File: src/rtl/tt_um_mr_latch_sar.sv
// tt_um_mr_latch_sar: 8-bit successive-approximation controller with synchronized comparator input.
// Revision 1.0
`default_nettype none

module tt_um_mr_latch_sar #(
   parameter int NBITS       = 8,
   parameter int SYNC_STAGES = 2
) (
   input  logic             clk,
   input  logic             rst_n,
   input  logic             ena,
   input  logic [7:0]       ui_in,
   input  logic [7:0]       uio_in,
   output logic [NBITS-1:0] uo_out,
   output logic [7:0]       uio_out,
   output logic [7:0]       uio_oe
);

   localparam int CW = 5;
   localparam int IW = $clog2(NBITS);
   localparam logic [CW-1:0] SYNC_LOAD = CW'(SYNC_STAGES);

   typedef enum logic [1:0] {IDLE, SETTLE, SAMPLE, DONE} state_t;

   state_t                 state;
   logic [SYNC_STAGES-1:0] sync;
   logic                   start_q;
   logic [NBITS-1:0]       trial;
   logic [NBITS-1:0]       result;
   logic [IW-1:0]          bit_idx;
   logic [CW-1:0]          counter;
   logic [3:0]             n_set;
   logic                   valid;
   logic                   done_r;

   logic          comp_sync;
   logic          start_evt;
   logic          cont;
   logic          abort;
   logic          busy;
   logic [IW-1:0] idx_m1;
   logic          unused_pins;

   assign comp_sync   = sync[SYNC_STAGES-1];
   assign start_evt   = ui_in[1] & ~start_q;
   assign cont        = ui_in[2];
   assign abort       = ui_in[3];
   assign busy        = (state != IDLE);
   assign idx_m1      = bit_idx - 1'b1;
   assign unused_pins = &{1'b0, ui_in[7:4], uio_in[3:0]};

   always_ff @(posedge clk) begin
      if (!rst_n) begin
         state   <= IDLE;
         sync    <= '0;
         start_q <= 1'b0;
         trial   <= '0;
         result  <= '0;
         bit_idx <= '0;
         counter <= '0;
         n_set   <= '0;
         valid   <= 1'b0;
         done_r  <= 1'b0;
      end else if (ena) begin
         sync    <= {sync[SYNC_STAGES-2:0], ui_in[0]};
         start_q <= ui_in[1];
         done_r  <= 1'b0;
         case (state)
            IDLE: begin
               if (!abort && (start_evt || cont)) begin
                  state   <= SETTLE;
                  trial   <= NBITS'(1) << (NBITS - 1);
                  bit_idx <= IW'(NBITS - 1);
                  n_set   <= uio_in[7:4];
                  counter <= {1'b0, uio_in[7:4]} + SYNC_LOAD;
               end
            end
            SETTLE: begin
               if (abort) begin
                  state <= IDLE;
               end else begin
                  counter <= (counter == '0) ? '0 : counter - 1'b1;
                  if (counter <= CW'(1)) state <= SAMPLE;
               end
            end
            SAMPLE: begin
               if (abort) begin
                  state <= IDLE;
               end else begin
                  trial[bit_idx] <= comp_sync;
                  if (bit_idx != '0) begin
                     trial[idx_m1] <= 1'b1;
                     bit_idx       <= idx_m1;
                     counter       <= {1'b0, n_set} + SYNC_LOAD;
                     state         <= SETTLE;
                  end else begin
                     // done is raised on entry so the pulse lines up with the DONE cycle
                     state  <= DONE;
                     done_r <= 1'b1;
                  end
               end
            end
            DONE: begin
               state <= IDLE;
               if (!abort) begin
                  result <= trial;
                  valid  <= 1'b1;
               end
            end
            default: state <= IDLE;
         endcase
      end
   end

   assign uo_out  = busy ? trial : result;
   assign uio_out = {4'b0000, comp_sync, valid, done_r & ~abort, busy};
   assign uio_oe  = 8'h0F;

endmodule

`default_nettype wire

File: config.mk
export PLATFORM = sky130hd
export DESIGN_NAME = tt_um_mr_latch_sar
export DESIGN_NICKNAME = d
export VERILOG_FILES = /design/src/rtl/tt_um_mr_latch_sar.sv
export SDC_FILE = /design/constraint.sdc
export NUM_CORES = 1
export LEC_CHECK = 0
export BUFFER_PORTS_ARGS = -buffer_cell sky130_fd_sc_hd__clkbuf_2
export CAP_MARGIN = 20
export CORE_MARGIN = 1.5
export CORE_UTILIZATION = 60
export DETAILED_ROUTE_END_ITERATION = 8
export PLACE_DENSITY_LB_ADDON = 0.25
export RECOVER_POWER = 25
export SYNTH_ARGS = -nofsm -noshare
export SYNTH_HDL_FRONTEND = slang
export SYNTH_SLANG_ARGS = --single-unit
File: constraint.sdc
create_clock -name clk -period 3.4 [get_ports clk]
set_clock_uncertainty 0.1 [all_clocks]
set_input_delay 0.85 -clock clk [delete_from_list [all_inputs] [get_ports clk]]
set_output_delay 0.85 -clock clk [all_outputs]
set_load 0.03 [all_outputs]
# == Word level (Yosys, flattened, before mapping) ==
# Index checks and enable logic that the tools add are counted.
# totals
regBits,35
inputBits,19
out_inout_bits,24
# op_classes
addsub,4
order_cmp,5
n_eq_ne,8
n_mux,29
bitwise_logic,5
n_reduce_logical,17
# op_table
cell,count
8-bit two-way mux,4
5-bit two-way mux,5
8-bit one-hot mux with 2 select lines,1
5-bit one-hot mux with 3 select lines,1
"4-bit by 2-bit adder with 5-bit output, second input constant",2
2-bit two-way mux,5
3-bit two-way mux,3
3-bit AND reduction,3
8-bit bitwise mux,1
"3-bit by 4-bit less-than comparator with 1-bit output, second input constant",2
"2-bit != test, second input constant",4
8-bit bitwise OR,1
2-bit one-hot mux with 4 select lines,1
1-bit demux with 3-bit select,2
"3-bit by 1-bit greater-or-equal comparator with 1-bit output, second input constant",2
3-bit one-hot mux with 2 select lines,1
6-bit AND reduction,1
3-bit nonzero test,2
"5-bit by 1-bit <= comparator with 1-bit output, second input constant",1
5-bit zero test,1
1-bit two-way mux,5
5-bit AND reduction,1
"5-bit by 1-bit subtractor with 5-bit output, second input constant",1
"2-bit equality test, second input constant",2
11 further kinds,16

# == Longest topological paths before layout ==
# depth
ltp_word,9
ltp_mapped,13
mapped_depth_nobuf,10

# == Worst setup path before layout ==
# OpenSTA, ideal clock, no wires.
# synth_timing
kind,register -> output
from,register state[0]
to,output port uo_out[2]
arrival_ns,1.618
path_slack_ns,0.832
path_stages_with_launch,5
path_cell_list,dfxtp_1 > inv_1 > ha_1 > clkbuf_1 > o21ai_0
# synth_between
elab_chain_cells,2
# synth_lines
item,line,rtl
start: declaration,25,state_t state;
start signal: assignment,54,state <= IDLE;
start signal: assignment,71,state <= SETTLE;
start signal: assignment,80,state <= IDLE;
2-bit nonzero test,48,assign busy = (state != IDLE);
8-bit two-way mux,115,assign uo_out = busy ? trial : result;
end: declaration,14,"output logic [NBITS-1:0] uo_out,"
# Every way passes these cells.

# == Final worst setup path ==
# layout_timing
from,register state[0]
to,output port uo_out[1]
# Same word-level chain as after synthesis.

==> impl_metrics.toml <==
[outcome]
status = "finished, final reports clean"

[cts]
cts_tree = "built"
clk_path_buf_depth = 2
ctsRootBufferMaster = "clkbuf_8"
clk_pin_slew_ns = 0.07
cts_buffers = 5
cts-htree-levels = 2
hold_buffers = 0
cts_resized = 0
clock_sinks = 35
cts_setup_buffers = 0
clock_latency_ns = 0.29

[critical_path]
r2r_slack_ns = 1.09
critPathMaxStageDelay_ns = 0.52
critPathArrivalTime_ns = 1.82
critPathMaxFanout = 14
critPathSlowestCell = "ha_1"
end_kind = "primary output"
critPathLaunchType = "flip-flop"
worst_ep_required_time_ns = 2.45
crit_chain = "inv_1 > ha_1 > mux2_2 > clkbuf_2"
crit_type = "reg -> out"

[sta]
worstMarginPinSlew_ns = 1.21
final_hold_viol_count = 0
setup_tns_ns = 0
fmax_mhz = 361
setup_viol_count_final = 0
period_share_pct = 81.5
period_needed_ns = 2.77
timing.final.ws_setup_ns = 0.629
slew_headroom_pct = 19.2
final-max-slew-violation-count = 0
fin_hold_ws_ns = 0.354
rsz0062_at_grt = "no"

[synthesis]
syn_inst = 274
avgSynthCellArea_um2 = 8.31
synth_edf_count = 0
netlist_area_um2 = 2280
ys_ff_latch = 35
seq_area_frac_synth_pct = 30.8
synth-main-ff-cell = "dfxtp_1"
yosys_warnings = 0
synthDistinctLibCells = 54
synthArstFlopShare_pct = 0

[final_layout]
fillers = 319
fin_area_um2 = 2400
fin_cells = 334
drive_above_1_share_pct = 19.9
diodes = 0
nNetsFinal = 314
syn_to_final_growth_pct = 5.49

[placed_design]
dp_hpwl_mm = 3.40
dp_slack_ns = 0.924
dp.cells = 326
postPlaceCellArea_um2 = 2310
io_buffer_count = 22
gp_congestion = 0.813

[floorplan]
die_y_um = 64.6
core.rowCount = 22
fp.dieArea_um2 = 4170
io_pins = 43
die_x_um = 64.6
coreArea_um2 = 3660
start_util_pct = 62.2

[global_routing]
antenna_found_initial = 0
grt_pass1_wl_mm = 8.32
grtUsageTotal_pct = 25.9
overflow = 0
grt_pass1_vias = 1820
grt_max_degree = 26

[route]
drc_errors = 0
first_pass_iters = 5
drtAntennaViolNets = 0
routed-via-count = 1918
wirelength_mm = 4.77
vias_per_cell = 5.74
routedWlPerCell_um = 14.3
drtIter0Drc = 90

[run]
max_cap_viol_count = 0

[pwr]
power_leakage_nw = 0.962
p_per_area_nw_per_um2 = 426
ir_drop_mv = 0.326

[worst_hold_path]
hp-class = "reg -> reg"
-- sequential cells by signal (all words and copies together) (netlist names) --
| name | count |
|---|---|
| bit_idx | 3 |
| counter | 5 |
| done_r | 1 |
| n_set | 4 |
| result | 8 |
| start_q | 1 |
| state | 2 |
| sync | 2 |
| trial | 8 |
| valid | 1 |
-- metal layers --
layer	track usage, %	up-vias	part of all wire (%)
met5	0	-	0
met4	10.1	0	1.4
met3	5.38	5	4.1
met2	41.4	47	45
met1	34.4	893	50
li1	-	973	-
-- where the power goes --
group | total, W | switching, W | internal [W] | leakage (nW)
sequential | 0.000448 | 0.0000213 | 0.000427 | 0.284
combinational | 0.000238 | 0.000150 | 0.0000876 | 0.626
clock | 0.000339 | 0.000154 | 0.000185 | 0.0515
-- critical path: cells and delay by family, from the launching register on --
family | cells | cell delay [ns]
buffers and inverters | 2 | 0.27
DFF | 1 | 0.34
muxes | 1 | 0.40
adders and majority gates | 1 | 0.52
-- placed cells by master, fill, tap and decap left out, types with 4 or more instances in the layout --
| cell type | count |
|---|---|
| a21oi_1 | 17 |
| dfxtp_1 | 35 |
| clkbuf_2 | 20 |
| nand2_1 | 27 |
| inv_1 | 11 |
| nand3_1 | 9 |
| mux2i_1 | 12 |
| nor3b_1 | 4 |
| o31ai_1 | 4 |
| nand2b_1 | 7 |
| nor2_1 | 24 |
| ha_1 | 10 |
| nor2b_1 | 4 |
| clkbuf_8 | 7 |
| o21ai_1 | 5 |
| clkbuf_1 | 4 |
| a31oi_1 | 5 |
| conb_1 | 12 |
| o21ai_0 | 7 |
| mux2_2 | 8 |
| nor3_1 | 5 |
-- logic make-up after synthesis --
kind of cell | Yosys count | share of synthesized area, %
xor gates and xnor gates | 3 | 1.15
other | 2 | 0.330
and+or+nand+nor | 89 | 18.9
buffers and inverters | 45 | 11.2
DFF | 35 | 30.8
AOI/OAI and AO/OA | 70 | 22.9
adders and majority gates | 10 | 5.49
muxes | 20 | 9.23
-- synth_stat cells, drive strengths merged (2+ instances only) --
cell	count	area, µm²
o31ai	4	30.0
a31oi	5	31.3
buf	24	176
nand2b	7	43.8
ha	10	125
a21oi	19	103
nand3	10	55.1
nor2	25	96.4
xnor2	2	17.5
nor3b	4	30.0
dfxtp	35	701
mux2i	12	120
a211oi	6	60.1
o221a	2	22.5
and3	2	12.5
nand2	27	101
o32ai	2	17.5
conb	2	7.51
a2111oi	2	30.0
nor2b	4	25.0
a21o	2	15.0
o21ai	12	60.1
a311oi	2	17.5
inv	13	48.8
o22ai	2	12.5
o211ai	3	27.5
nor3	5	25.0
clkbuf	8	30.0
mux2	8	90.1
-- per-stage QoR --
stage / total power [W] / utilization [%]
6_report: 0.00102 / 65.6
5_1_grt: 0.00108 / 65.6
4_1_cts: 0.00103 / 65.8
3_5_place_dp: 0.000692 / 63.1
3_3_place_gp: 0.000688 / 63.1
2_1_floorplan: 0.000661 / -
-- path summary, 6_finish.rpt --
| check | from | to | cells after the start |
|---|---|---|---|
| hold reg to reg | result[3] | result[3] | 2 |
| setup / recovery | state[0] | uo_out[1] | 4 |
| hold / removal | result[3] | result[3] | 2 |
| setup reg to reg | bit_idx[1] | counter[0] | 7 |
-- layout make-up --
type / count / area [µm²] / share of cell area (%)
inverter: 13 / 48.8 / 2.03
sequential: 35 / 701 / 29.2
multi-input combinational: 204 / 1360 / 56.6
tap: 48 / 60.1 / 2.50
clock buffer: 8 / 100 / 4.17
timing repair buffer: 26 / 134 / 5.57
No activity file was read; power rests on OpenSTA's default activity.
